===== config.mk =====
export PLATFORM = sky130hd
export DESIGN_NAME = rr_fifo_arbiter_flat
export DESIGN_NICKNAME = d
export VERILOG_FILES = /design/src/rtl/rr_fifo_arbiter_pkg.sv /design/src/rtl/rr_fifo_arbiter_if.sv /design/src/rtl/rr_fifo_arbiter_priority_pick.sv /design/src/rtl/rr_fifo_arbiter.sv /design/src/flat_wrapper.sv
export SDC_FILE = /design/constraint.sdc
export NUM_CORES = 1
export LEC_CHECK = 0
export CORE_AREA = 3 3 128 130
export DETAILED_ROUTE_END_ITERATION = 10
export DIE_AREA = 0 0 131 133
export PLACE_DENSITY = 0.82
export SYNTH_ARGS = -nofsm -noshare
export SYNTH_HDL_FRONTEND = slang
export SYNTH_SLANG_ARGS = --single-unit

===== constraint.sdc =====
create_clock -name CLK -period 5.8 [get_ports CLK]
set_input_delay 1.45 -clock CLK [delete_from_list [all_inputs] [get_ports CLK]]
set_output_delay 1.45 -clock CLK [all_outputs]
set_load 0.01 [all_outputs]

===== src/rtl/rr_fifo_arbiter_pkg.sv =====
// Shared definitions for the round-robin FIFO arbiter: width helpers and the
// per-cycle selection decision type.
package rr_fifo_arbiter_pkg;

  // Index width for n sources. It is never below one bit, so a degenerate
  // count still yields a legal vector.
  function automatic int unsigned srcid_w(input int unsigned n);
    return (n <= 1) ? 1 : $clog2(n);
  endfunction

  // Burst counter width. One bit wider than clog2(burst), so the counter can
  // hold burst-1 and compare against it without wrapping.
  function automatic int unsigned burst_w(input int unsigned burst);
    return ((burst <= 1) ? 0 : $clog2(burst)) + 1;
  endfunction

  // What the arbiter does on the current cycle.
  typedef enum logic [1:0] {
    PICK_NONE,    // no grant: stalled, or nothing valid
    PICK_KEEP,    // stay on the current owner within its burst allowance
    PICK_ROTATE   // move to the next valid source after the owner
  } pick_e;

endpackage


===== src/rtl/rr_fifo_arbiter_if.sv =====
// Bundle of the arbiter's source-facing and downstream-facing signals.
// "slave" is the arbiter's view; "master" is the environment driving the
// sources and the downstream accept.
interface rr_fifo_arbiter_if
  import rr_fifo_arbiter_pkg::*;
#(
  parameter int N     = 4,
  parameter int WIDTH = 64
);

  localparam int ID_W = srcid_w(N);

  logic [N-1:0]       i_Valid;   // per-source o_Valid
  logic [N*WIDTH-1:0] i_Data;    // source k at [k*WIDTH +: WIDTH]
  logic [N-1:0]       o_Grant;   // pop to source k
  logic               o_Valid;   // merged stream valid
  logic [WIDTH-1:0]   o_Data;    // merged stream data
  logic [ID_W-1:0]    o_SrcId;   // source that produced o_Data
  logic               i_Grant;   // downstream accept

  modport slave (
    input  i_Valid, i_Data, i_Grant,
    output o_Grant, o_Valid, o_Data, o_SrcId
  );

  modport master (
    output i_Valid, i_Data, i_Grant,
    input  o_Grant, o_Valid, o_Data, o_SrcId
  );

endinterface


===== src/rtl/rr_fifo_arbiter_priority_pick.sv =====
// Rotated priority encoder. It finds the first asserted req, searching from
// base+1 upward and wrapping mod N. Base itself is examined last.
module rr_priority_pick
  import rr_fifo_arbiter_pkg::*;
#(
  parameter int N = 4,
  localparam int IDX_W = srcid_w(N)
) (
  input  logic [N-1:0]     req,
  input  logic [IDX_W-1:0] base,
  output logic             found,
  output logic [IDX_W-1:0] idx
);

  logic [IDX_W-1:0] pos;

  // Walk the candidates from farthest to nearest so the nearest hit is the
  // last one written.
  always_comb begin
    // NOTE: every output gets a default before any branch; a path that skips
    // an assignment would infer a latch.
    found = 1'b0;
    idx   = '0;
    pos   = '0;
    for (int k = N; k >= 1; k--) begin
      pos = IDX_W'((int'(base) + k) % N);
      if (req[pos]) begin
        found = 1'b1;
        idx   = pos;
      end
    end
  end

endmodule


===== src/rtl/rr_fifo_arbiter.sv =====
// Consumer side of the bypass-FIFO grant protocol. Arbitrates N sources
// round-robin, with an optional burst hold on the current owner. It pops the
// winner through o_Grant and registers the winning beat into one output
// stream. Downstream uses the same grant semantics.
module rr_fifo_arbiter
  import rr_fifo_arbiter_pkg::*;
#(
  parameter int N     = 4,
  parameter int WIDTH = 64,
  parameter int BURST = 1
) (
  input  logic              CLK,
  input  logic              Reset,
  rr_fifo_arbiter_if.slave  bus
);

  localparam int ID_W  = srcid_w(N);
  localparam int CNT_W = burst_w(BURST);

  logic [ID_W-1:0]  owner;       // source granted most recently
  logic [CNT_W-1:0] burst_cnt;   // extra consecutive grants given to owner
  logic             load_en;     // output register may take a new beat
  logic             any_valid;
  logic             pick_found;
  logic [ID_W-1:0]  pick_idx;
  logic [ID_W-1:0]  sel;
  logic [N-1:0]     grant;
  logic [WIDTH-1:0] sel_data;
  pick_e            decision;

  rr_priority_pick #(.N(N)) u_pick (
    .req   (bus.i_Valid),
    .base  (owner),
    .found (pick_found),
    .idx   (pick_idx)
  );

  // Decide keep/rotate/none for this cycle and form the one-hot pop.
  always_comb begin
    load_en   = ~bus.o_Valid | bus.i_Grant;
    any_valid = |bus.i_Valid;
    decision  = PICK_NONE;
    sel       = owner;
    grant     = '0;
    if (!Reset && load_en && any_valid) begin
      if (bus.i_Valid[owner] && (burst_cnt < CNT_W'(BURST - 1))) begin
        decision = PICK_KEEP;
      end else if (pick_found) begin
        decision = PICK_ROTATE;
        sel      = pick_idx;
      end
    end
    if (decision != PICK_NONE) begin
      grant[sel] = 1'b1;
    end
  end

  assign bus.o_Grant = grant;

  // Route the selected source's beat to the output register.
  always_comb begin
    sel_data = '0;
    for (int k = 0; k < N; k++) begin
      if (sel == ID_W'(k)) begin
        sel_data = bus.i_Data[k*WIDTH +: WIDTH];
      end
    end
  end

  // Output register stage and round-robin state. All of it holds while
  // downstream stalls.
  always_ff @(posedge CLK) begin
    // NOTE: non-blocking assignments throughout, so every register here
    // samples pre-edge values regardless of statement order.
    if (Reset) begin
      bus.o_Valid <= 1'b0;
      bus.o_Data  <= '0;
      bus.o_SrcId <= '0;
      owner       <= ID_W'(N - 1);
      burst_cnt   <= '0;
    end else begin
      unique case (decision)
        PICK_KEEP: begin
          bus.o_Valid <= 1'b1;
          bus.o_Data  <= sel_data;
          bus.o_SrcId <= sel;
          burst_cnt   <= burst_cnt + CNT_W'(1);
        end
        PICK_ROTATE: begin
          bus.o_Valid <= 1'b1;
          bus.o_Data  <= sel_data;
          bus.o_SrcId <= sel;
          owner       <= sel;
          burst_cnt   <= '0;
        end
        default: begin
          // Free slot with nothing to fill it: the beat was taken, so drop
          // valid. When stalled, everything holds.
          if (load_en) begin
            bus.o_Valid <= 1'b0;
          end
        end
      endcase
    end
  end

endmodule


===== src/flat_wrapper.sv =====
// flat-port wrapper written by rule: the top's interface ports become plain ports
module rr_fifo_arbiter_flat import rr_fifo_arbiter_pkg::*;
#(
  parameter int N     = 4,
  parameter int WIDTH = 64,
  parameter int BURST = 1
)
  (CLK, Reset, bus_i_Valid, bus_i_Data, bus_i_Grant, bus_o_Grant, bus_o_Valid, bus_o_Data, bus_o_SrcId);
  rr_fifo_arbiter_if #(.N(N), .WIDTH(WIDTH)) bus_i ();
  input  logic CLK;
  input  logic Reset;
  input wire logic [$bits(bus_i.i_Valid)-1:0] bus_i_Valid;
  input wire logic [$bits(bus_i.i_Data)-1:0] bus_i_Data;
  input wire logic [$bits(bus_i.i_Grant)-1:0] bus_i_Grant;
  output wire logic [$bits(bus_i.o_Grant)-1:0] bus_o_Grant;
  output wire logic [$bits(bus_i.o_Valid)-1:0] bus_o_Valid;
  output wire logic [$bits(bus_i.o_Data)-1:0] bus_o_Data;
  output wire logic [$bits(bus_i.o_SrcId)-1:0] bus_o_SrcId;
  assign bus_i.i_Valid = bus_i_Valid;
  assign bus_i.i_Data = bus_i_Data;
  assign bus_i.i_Grant = bus_i_Grant;
  assign bus_o_Grant = bus_i.o_Grant;
  assign bus_o_Valid = bus_i.o_Valid;
  assign bus_o_Data = bus_i.o_Data;
  assign bus_o_SrcId = bus_i.o_SrcId;
  rr_fifo_arbiter #(.N(N), .WIDTH(WIDTH), .BURST(BURST)) u_core (.CLK(CLK), .Reset(Reset), .bus(bus_i));
endmodule

==> out/qor.yml, run 1 <==
outcome: "completed"
avgSynthCellArea_um2: 9.10
synth_edf_count: 0
synth_cell_types: 33
rsz0062_at_grt: "no"
dp_slack_ps: 368
setup_ws_ps: 350
synth.top_cells.by_area: "dfxtp_1 31%, mux2_4 17%, a221o_1 14%, a21oi_1 7.7%, nand3_1 7.2%"
hp-start: "u_core.bus.o_SrcId[1]"
r2r_setup_slack_ps: 2430
syn_inst: 490
routed_wl_um: 19100
diodes: 0
cts.sinks: 69
fp.dieW_um: 131
place_area_um2: 7890
die_area_um2: 17400
grt_pass1_vias: 5278
hold_class: "flip-flop to flip-flop"
grt_pass1_wl_um: 28200
worstRegToRegCells: 7
cp-startpoint: "bus_i_Valid[0]"
die_h_um: 133
synth-xor-area-share: 0
synth_top_family_by_area: "compound AO/OA/AOI/OAI gates"
core_area_um2: 15300
critPathLaunchType: "input pin"
power.density_nw_per_um2: 227
path_clk_slew_ps: 60
internal_power_uw: 1310
r2r_start: "u_core.owner[1]"
grt.total_usage: 0.205
port_buffers: 333
power.leakage_uw: 0.00304
synth_nets: 753
seq_area_frac_synth: 0.310
ys.flop_type: "dfxtp_1"
fin_area_um2: 8160
cts_resized: 0
path_max_fanout: 6
critPathArrivalTime_ps: 4000
drt_iter0_drc: 282
via_count: 5291
ctsHoldBuffers: 0
grt_max_degree: 66
cts_buffers: 9
peakVddDrop_uv: 125
finalCriticalPeriod_ps: 5450
io_pins: 334
path_class: "input pin to output port"
power.switching_uw: 542
initial_core_util: 0.292
cts-root-buf: "clkbuf_16"
hold_violations: 0
maxCapViolCount: 0
crit-reg2reg-capture: "u_core.bus.o_Data[5]"
min_period_over_period: 0.940
rows: 45
yosysTopAreaCell: "dfxtp_1"
synthAdderAreaFrac: 0
async_reset_ff_frac: 0
overflow: 0
report.final.slew_viol_count: 0
setup_tns_ps: 0
combPwrFrac: 0.404
fmax_ghz: 0.183
critical_path_required_ps: 4350
yosysTopAreaCellShare: 0.310
gp_congestion: 0.894
firstDrtPassIters: 5
synth-simple-area-share: 0.108
drc: 0
synthMuxAreaShare: 0.203
clkPwrFrac: 0.274
post_drt_wl_per_cell_um: 19.1
cts_setup_buffers: 0
clk_latency_ps: 330
finish.net_count: 1050
critical_path.endpoint_type: "output port"
area_delta_synth_final_pct: 83.1
htree_levels: 3
crit_path_end: "bus_o_Grant[0]"
final.setup_skew_ps: 5.43
synth_area_um2: 4460
cts.path.max_buffers: 2
final_antenna_net_count: 0
synth_warnings: 0
synth_seq_cells: 69
synth_compound_area_frac: 0.310
maxSlewHeadroom: 0.423
layout-drive-gt1-share: 0.123
setup_violations: 0
tritoncts: "done"
antenna_found_initial: 0
dpl.hpwl_um: 13300
power_frac_seq: 0.322
via_per_inst: 5.29
tightest_slew_ps: 858
swShare: 0.293
## how the worst min path moves through the flow
stage,cells after the start,slack [ps],to
final,2,470,u_core.bus.o_SrcId[1]
after global routing,1,490,u_core.bus.o_Data[50]
after detailed placement,2,460,u_core.bus.o_SrcId[1]
after CTS,2,470,u_core.bus.o_SrcId[1]
after global placement,2,450,u_core.bus.o_SrcId[1]
after floorplan,2,480,u_core.bus.o_SrcId[1]
## stage by stage
stage                     hold WS [ps]  power, uW  cells   util
after global routing               494       1940   1001  0.535
after floorplan                    481        953    490      -
after global placement             451       1340    987  0.517
after CTS                          469       1870   1001  0.535
final                              475       1850   1001  0.535
after detailed placement           460       1350    987  0.517
## worst max-delay path, stage by stage
cell and delay (ps):
clkdlybuf4s50_1 630, nor4_1 120, or3_1 480, a211o_1 260
a21oi_1 310, and3_1 210, clkdlybuf4s50_1 530
## placed cells by master (no fill, tap or decap), types with 5 or more instances in the layout
cell / synthesis / routed
clkdlybuf4s50_1: 0 / 333
a21oi_1: 69 / 69
dfxtp_1: 69 / 69
nand3_1: 64 / 64
o21ai_0: 64 / 64
a221o_1: 64 / 64
mux2_4: 49 / 49
mux2_2: 15 / 15
clkbuf_16: 0 / 9
buf_4: 0 / 9
nor2b_1: 5 / 5
nor2_1: 6 / 5
## layer usage
layer / up-vias / routed length [um] / global-route usage
met1: 2483 / 7360 / 0.241
met5: - / 0 / 0
met4: 0 / 460 / 0.0777
li1: 2498 / - / -
met3: 32 / 1680 / 0.0521
met2: 278 / 9590 / 0.352
## power by group through the flow
stage | combinational [uW] | sequential [uW] | clock [uW]
2_1_floorplan | 320 | 632 | 0
3_3_place_gp | 741 | 601 | 0
4_1_cts | 751 | 594 | 523
3_5_place_dp | 748 | 603 | 0
6_report | 748 | 595 | 507
5_1_grt | 795 | 604 | 542
## cell usage after synthesis, drive strengths merged (2+ instances only)
master	number
nand2	3
nor3	4
a21oi	69
buf	14
dfxtp	69
nor2b	5
clkbuf	43
a221o	64
nand3	64
nand2b	2
nor2	6
nor4	3
o21ai	64
mux2	64
or3	2
## kinds of logic after synthesis
kind of cell | after synthesis
flops | 69
simple gates | 94
buf+inv | 58
mux | 64
compound gates | 205
## flip-flops by register name (all words and copies together), names as in the netlist
name	cells
u_core.bus.o_Valid	1
u_core.bus.o_Data	64
u_core.bus.o_SrcId	2
u_core.owner	2
## area by class of cell
| class | count | area, um^2 |
|---|---|---|
| clock buffers | 12 | 256 |
| clock inverters | 2 | 10.0 |
| fillers | 1402 | 7100 |
| inverters | 1 | 3.75 |
| multi-input cells | 363 | 2820 |
| flip-flops and latches | 69 | 1380 |
| well taps | 211 | 264 |
| repair buffers | 343 | 3420 |
Note: power is estimated with default switching activity, not from simulation.
==> run 2: changes to the inputs <==
Settings changed: GPL_TIMING_DRIVEN set to 0, TNS_END_PERCENT set to 100.
==> out/qor.yml, run 2 (synthesis results as in run 1) <==
port_buffers: 332
final_common_cell: "clkdlybuf4s50_1"
cts.path.max_buffers: 2
grt.total_usage: 0.216
cts.sinks: 69
critical_path.endpoint_type: "output port"
tritoncts: "done"
critPathLaunchType: "input pin"
grt_pass1_vias: 5602
setup_violations: 0
ctsHoldBuffers: 0
hold_class: "flip-flop to flip-flop"
antenna_found_initial: 0
final_cells: 1046
overflow: 0
clk_latency_ps: 330
htree_levels: 3
grt_pass1_wl_um: 29500
core_area_um2: 15300
path_class: "input pin to output port"
largest-register: "u_core.bus.o_Data"
min_period_over_period: 0.970
fmax_ghz: 0.178
peakVddDrop_uv: 124
gp_congestion: 0.862
path_clk_slew_ps: 60
final_antenna_net_count: 0
largest_reg_flops: 64
hold_violations: 0
final.setup_skew_ps: 5.57
final_cell_mix: "332 x clkdlybuf4s50_1, 69 x a21oi_1, 69 x dfxtp_1"
tightest_slew_ps: 1090
r2r_setup_slack_ps: 3120
initial_core_util: 0.292
rows: 45
grt_max_degree: 12
power.leakage_uw: 0.00311
drc: 0
die_area_um2: 17400
report.final.slew_viol_count: 0
power.total_uw: 1900
power.density_nw_per_um2: 228
outcome: "completed"
finalCriticalPeriod_ps: 5630
cts_buffers: 9
rsz0062_at_grt: "no"
path_max_fanout: 10
routed_wl_um: 20000
area_delta_synth_final_pct: 86.6
via_per_inst: 5.25
fp.dieW_um: 131
io_pins: 334
post_drt_wl_per_cell_um: 19.2
diodes: 0
critPathArrivalTime_ps: 4180
critical_path_required_ps: 4350
maxCapViolCount: 0
maxSlewHeadroom: 0.271
layout-drive-gt1-share: 0.115
cts-root-buf: "clkbuf_16"
die_h_um: 133
drt_iter0_drc: 311
finish.net_count: 1094
via_count: 5492
dpl.hpwl_um: 15500
reg_top3: "u_core.bus.o_Data x64, u_core.bus.o_SrcId x2, u_core.owner x2"
firstDrtPassIters: 5
place_inst: 1033
==> run 2: cell count changes in the layout (fill, tap and decap cells not counted), sizes merged <==
cell | previous run | this run
clkinv | 2 | 1
buf | 10 | 14
clkdlybuf4s50 | 333 | 332
clkbuf | 12 | 55
==> run 2: worst paths after layout <==
kind / cells past startpoint / startpoint / endpoint
setup / recovery: 8 / bus_i_Valid[1] / bus_o_Grant[3]
hold / removal: 2 / u_core.bus.o_SrcId[1] / u_core.bus.o_SrcId[1]
setup reg to reg: 6 / u_core.owner[1] / u_core.bus.o_Data[32]
hold reg to reg: 2 / u_core.bus.o_SrcId[1] / u_core.bus.o_SrcId[1]
==> run 2: timing repair <==
action / in CTS / in global routing
endpoints found under the hold margin: 0 / 0
buffers inserted: 0 / 0
gates resized for setup: 2 / 0
endpoints found under the setup margin: 3 / 2
pin swaps: 0 / 0
==> run 2: report_power, final <==
| group | internal (uW) | switching, uW | total [uW] |
|---|---|---|---|
| logic | 467 | 310 | 777 |
| registers | 551 | 41.3 | 592 |
| clock network | 322 | 205 | 527 |
| total | 1340 | 556 | 1900 |
==> run 2: per-layer routing <==
layer / up-vias / global-route usage / part of all wire
li1: 2595 / - / -
met1: 2587 / 0.253 / 0.38
met2: 276 / 0.379 / 0.51
met3: 34 / 0.0517 / 0.091
met4: 0 / 0.0771 / 0.021
met5: - / 0 / 0
==> run 2: layout make-up <==
cell class	count	area, um^2
fill	1408	6940
timing repair buffer	332	3320
multi-input combinational	363	2770
sequential	69	1380
buffer	55	298
clock buffer	14	274
tap	211	264
clock inverter	1	5.00
inverter	1	3.75
==> run 2: through the flow <==
step | setup TNS (ps) | hold WS, ps | instance area, um^2 | setup slack [ps] | utilization
CTS | 0 | 473 | 8320 | 169 | 0.545
floorplan | 0 | 481 | 4460 | 1530 | -
detailed placement | -174 | 464 | 8040 | -66.7 | 0.527
global route | 0 | 495 | 8320 | 12.7 | 0.545
global placement | -27.3 | 445 | 8040 | -27.3 | 0.527
finish | 0 | 477 | 8320 | 171 | 0.545
==> run 2: worst max-delay path, stage by stage <==
cell and delay, ps:
clkdlybuf4s50_1 550, nor2b_1 230, o221ai_1 260, clkbuf_2 380, clkbuf_1 440, nand2_1 170
nor2_1 140, clkdlybuf4s50_1 560
